==> config.mk <==
export PLATFORM = sky130hd
export DESIGN_NAME = regfile_wb_arbiter
export DESIGN_NICKNAME = d
export VERILOG_FILES = /design/src/rtl/regfile_wb_arbiter.sv
export SDC_FILE = /design/constraint.sdc
export NUM_CORES = 1
export LEC_CHECK = 0
export CAP_MARGIN = 40
export CORE_ASPECT_RATIO = 2
export CORE_MARGIN = 2
export CORE_UTILIZATION = 35
export DETAILED_ROUTE_END_ITERATION = 12
export PLACE_DENSITY = 0.67
export SYNTH_ARGS = -nofsm -noshare
export SYNTH_HDL_FRONTEND = slang
export SYNTH_SLANG_ARGS = --single-unit
==> constraint.sdc <==
create_clock -name clk -period 3.6 [get_ports clk]
set_clock_uncertainty 0.15 [all_clocks]
set_input_delay 0.36 -clock clk [delete_from_list [all_inputs] [get_ports clk]]
set_output_delay 0.36 -clock clk [all_outputs]
set_load 0.005 [all_outputs]
==> src/rtl/regfile_wb_arbiter.sv <==
// Round-robin write-back arbiter for the single register-file write port,
// plus per-register pending-write counters consulted by the issue stage.
module regfile_wb_arbiter #(
   parameter int NUM_REQ = 3,
   parameter int XLEN    = 32
) (
   input  logic                    clk,
   input  logic                    rst_n,
   input  logic [NUM_REQ-1:0]      req_valid,
   output logic [NUM_REQ-1:0]      req_ready,
   input  logic [NUM_REQ*5-1:0]    req_rd,
   input  logic [NUM_REQ*XLEN-1:0] req_data,
   output logic [4:0]              rd_addr,
   output logic [XLEN-1:0]         write_data,
   output logic                    reg_write_en,
   input  logic                    issue_valid,
   input  logic [4:0]              issue_rd,
   output logic                    issue_ready,
   input  logic [4:0]              rs1_q,
   input  logic [4:0]              rs2_q,
   output logic                    rs1_busy,
   output logic                    rs2_busy
);

   localparam int PW = (NUM_REQ > 1) ? $clog2(NUM_REQ) : 1;

   logic [PW-1:0]     ptr_q, ptr_d;
   logic [4:0]        rd_addr_q, rd_addr_d;
   logic [XLEN-1:0]   write_data_q, write_data_d;
   logic              reg_write_en_q, reg_write_en_d;
   logic [1:0]        cnt_q [32];
   logic [1:0]        cnt_d [32];

   logic [NUM_REQ-1:0] grant;
   logic [PW-1:0]      grant_idx;
   logic               grant_any;
   logic               issue_fire;

   // Handshake: requester i transfers at the rising edge where
   // req_valid[i] & req_ready[i]; it holds rd/data stable until then.
   always_comb begin
      int j;
      j         = 0;
      grant     = '0;
      grant_idx = '0;
      grant_any = 1'b0;
      for (int k = 0; k < NUM_REQ; k++) begin
         j = int'(ptr_q) + k;
         if (j >= NUM_REQ) j = j - NUM_REQ;
         if (!grant_any && req_valid[j]) begin
            grant_any = 1'b1;
            grant_idx = PW'(j);
         end
      end
      if (grant_any) grant[grant_idx] = 1'b1;
   end

   assign req_ready = rst_n ? grant : '0;

   always_comb begin
      ptr_d          = ptr_q;
      rd_addr_d      = rd_addr_q;
      write_data_d   = write_data_q;
      reg_write_en_d = 1'b0;
      if (grant_any) begin
         rd_addr_d      = req_rd[int'(grant_idx)*5 +: 5];
         write_data_d   = req_data[int'(grant_idx)*XLEN +: XLEN];
         reg_write_en_d = (req_rd[int'(grant_idx)*5 +: 5] != 5'd0);
         ptr_d          = (int'(grant_idx) == NUM_REQ-1) ? '0 : grant_idx + 1'b1;
      end
   end

   assign issue_ready = (issue_rd == 5'd0) || (cnt_q[issue_rd] != 2'd3);
   assign issue_fire  = issue_valid && issue_ready && (issue_rd != 5'd0);

   // A write retires its pending count the edge after it is presented, so
   // busy clears exactly when the register file can return the new value.
   always_comb begin
      logic inc, dec;
      inc = 1'b0;
      dec = 1'b0;
      cnt_d[0] = 2'd0;
      for (int r = 1; r < 32; r++) begin
         cnt_d[r] = cnt_q[r];
         inc = issue_fire && (issue_rd == 5'(r));
         dec = reg_write_en_q && (rd_addr_q == 5'(r));
         if (inc && !dec)
            cnt_d[r] = cnt_q[r] + 2'd1;
         else if (dec && !inc && (cnt_q[r] != 2'd0))
            cnt_d[r] = cnt_q[r] - 2'd1;
      end
   end

   always_ff @(posedge clk or negedge rst_n) begin
      if (!rst_n) begin
         ptr_q          <= '0;
         rd_addr_q      <= '0;
         write_data_q   <= '0;
         reg_write_en_q <= 1'b0;
         for (int r = 0; r < 32; r++) cnt_q[r] <= 2'd0;
      end else begin
         ptr_q          <= ptr_d;
         rd_addr_q      <= rd_addr_d;
         write_data_q   <= write_data_d;
         reg_write_en_q <= reg_write_en_d;
         for (int r = 0; r < 32; r++) cnt_q[r] <= cnt_d[r];
      end
   end

   assign rd_addr      = rd_addr_q;
   assign write_data   = write_data_q;
   assign reg_write_en = reg_write_en_q;
   assign rs1_busy     = (rs1_q != 5'd0) && (cnt_q[rs1_q] != 2'd0);
   assign rs2_busy     = (rs2_q != 5'd0) && (cnt_q[rs2_q] != 2'd0);

endmodule

==> results.ini <==
[run_status]
status=finished clean

[sta]
max_slew_margin_pct=43.6
clock.fmax_mhz=303
worst_pin_slew_ns=0.844
slew_viol_final=0
period_minus_slack_ns=3.30
setup_viol=0
rsz0062_at_grt=false
whs_ns=0.332
final_hold_viol_count=0
fin_setup_tns_ns=0
period_share_pct=91.8

[clock_network]
clk_latency_ns=0.36
path_clk_slew_ns=0.08
cts_max_path_buffers=2
h-tree-depth=3
post_cts_buffers=0
clock_sinks=102
cts_root_buf=clkbuf_16
cts_tree=yes
cts-buffers-inserted=9

[yosys]
ys_ff_latch=102
synthesis.nets=963
synth_area_leaders=dfrtp_1, mux4_2, nor2_1
synth_top_area_share_pct=35.9
syn-instance-count=828
synth-main-ff-cell=dfrtp_1
synth_top_cell_by_area=dfrtp_1
seq_area_frac_synth_pct=35.9
async_flop_share_pct=100
yosysWarnings=0
yosysUniqueCellTypes=58
synth_edf_count=0
postSynthAreaPerCell_um2=8.59
syn_area_um2=7110

[cells_and_area]
regArea_um2=2550
multi_input_area_um2=4250
stdcell_area_um2=9490
fillCellCount=1996
fin_nets=1119
antenna_cells=0
drive_above_1_share_pct=7.48
syn2layout_area_growth_pct=33.5

[floorplanning]
fp.dieW_um=105
die_h_um=206
core_um2=19900
io_pins=176
rows=73
die_area_um2=21500
start_util_pct=35.7

[global_routing]
grt_max_degree=103
grt_pass1_vias=7360
track_usage_pct=22.6
grt_overflow_total=0
grt_pass1_wl_um=38000
antenna_found_initial=0

[placed_design]
globalplace.congestion=0.925
post_dp_cell_area_um2=9180
dp_hpwl_um=18400
numPortBuffers=175

[critical_path]
worstSetupEndpointType=output port
cp.arrival_ns=2.79
worstSetupStartpointType=primary input
crit_fanout=15
crit_type=primary input to output port
critPathRequiredTime_ns=3.09

[routing]
route.detailed.drc=0
num_vias=7093
via_per_inst=5.67
ant_nets=0
dr.pass1.iters=4
drt_iter0_drc=229
wl_um=23600
post_drt_wl_per_cell_um=18.9

[min_path]
hold_path.class=register to register

[power_and_ir_drop]
ir_drop_mv=0.839
p_leak_nw=4.03
powerDensity_nw_per_um2=727

[job]
drv_cap=0

-- where the power goes --
group | internal, mW | leakage (nW) | switching, mW
clock | 0.554 | 0.147 | 0.482
combinational | 1.84 | 2.72 | 1.82
sequential | 1.62 | 1.16 | 0.576
total | 4.02 | 4.03 | 2.88
-- registers in the layout, summed over array words and instances, names as in the netlist --
register      flops
rd_addr           5
write_data       32
reg_write_en      1
cnt_q            62
ptr_q             2
-- cell usage after synthesis, types with 4 or more instances --
library cell / n
clkbuf_1: 36
buf_2: 11
and3_1: 19
and4_1: 5
nor2_1: 115
nor3_1: 33
mux2_2: 5
or3_1: 5
nand2b_1: 11
xor2_1: 6
a21boi_0: 6
a221o_1: 14
inv_1: 29
nor2b_1: 11
o21a_1: 22
a21oi_1: 56
o21ai_0: 52
nand3_1: 19
a21o_1: 22
a31oi_1: 5
mux2i_1: 33
a211oi_1: 57
mux4_2: 21
nand2_1: 71
a22oi_1: 4
o22a_1: 7
nor4_1: 4
dfrtp_1: 102
-- placed cells by master, fill, tap and decap left out, types with 19 or more instances in the layout --
cell type        Yosys  routed
a211oi_1            57      57
a21o_1              22      22
a21oi_1             56      56
and3_1              19      19
clkdlybuf4s50_1      0     174
dfrtp_1            102     102
inv_1               29      29
mux2i_1             33      32
mux4_2              21      21
nand2_1             71      71
nand3_1             19      19
nor2_1             115     115
nor3_1              33      32
o21a_1              22      22
o21ai_0             52      52
-- logic make-up after synthesis --
family	share of synthesized area, %
mux	13.0
buf+inv	4.63
xor+xnor	1.11
simple gates	20.2
compound gates	24.6
fa+ha+maj	0.528
flops	35.9
-- metal layers --
layer / share of wire (%) / vias up / GRT usage, % / wire length (um)
met4: 6.6 / 0 / 15.2 / 1550
met2: 55 / 264 / 43.2 / 12900
met1: 34 / 3382 / 21.9 / 8070
met3: 4.5 / 82 / 3.61 / 1060
met5: 0 / - / 0 / 0
li1: - / 3365 / - / -
-- path summary, 6_finish.rpt --
check / start / end / slack [ns] / cells after the start
worst max-delay path: rs2_q[1] / rs2_busy / 0.30 / 6
worst min-delay path: write_data[4]$_DFFE_PN0N_ / write_data[4]$_DFFE_PN0N_ / 0.33 / 1
worst max register to register: ptr_q[1]$_DFFE_PN0N_ / write_data[17]$_DFFE_PN0N_ / 0.76 / 9
worst min register to register: write_data[4]$_DFFE_PN0N_ / write_data[4]$_DFFE_PN0N_ / 0.33 / 1
max in group asynchronous: rst_n / cnt_q[31]$_DFFE_PN0P_ / 2.31 / 3
min in group asynchronous: rst_n / write_data[4]$_DFFE_PN0N_ / 0.56 / 3
-- critical path, cell delays in order --
cell	delay [ns]
clkdlybuf4s50_1	0.69
nor3_1	0.25
a21oi_1	0.07
mux4_2	0.50
mux4_2	0.47
clkdlybuf4s50_1	0.45
-- what timing repair did --
| action | in CTS | in global routing |
|---|---|---|
| hold buffers | 1 | 0 |
| gates resized for setup | 0 | 0 |
| endpoints found under the hold margin | 3 | 0 |
-- through the flow --
stage	instances	total power, mW	setup WS, ns	utilization (%)
after CTS	1251	6.98	0.295	47.7
after global placement	1233	5.83	0.332	46.0
after detailed placement	1234	5.91	0.330	46.1
final	1251	6.90	0.297	47.7
after floorplan	828	4.35	0.976	-
after global routing	1251	7.45	0.117	47.7
-- area by class of cell --
class / instances / share of cell area [%]
tap: 262 / 3.45
clock inverter: 6 / 0.817
multi-input combinational: 646 / 44.8
sequential: 102 / 26.9
inverter: 29 / 1.15
clock buffer: 10 / 2.41
timing repair buffer: 196 / 20.5
Power figures use the tool's default switching activity.
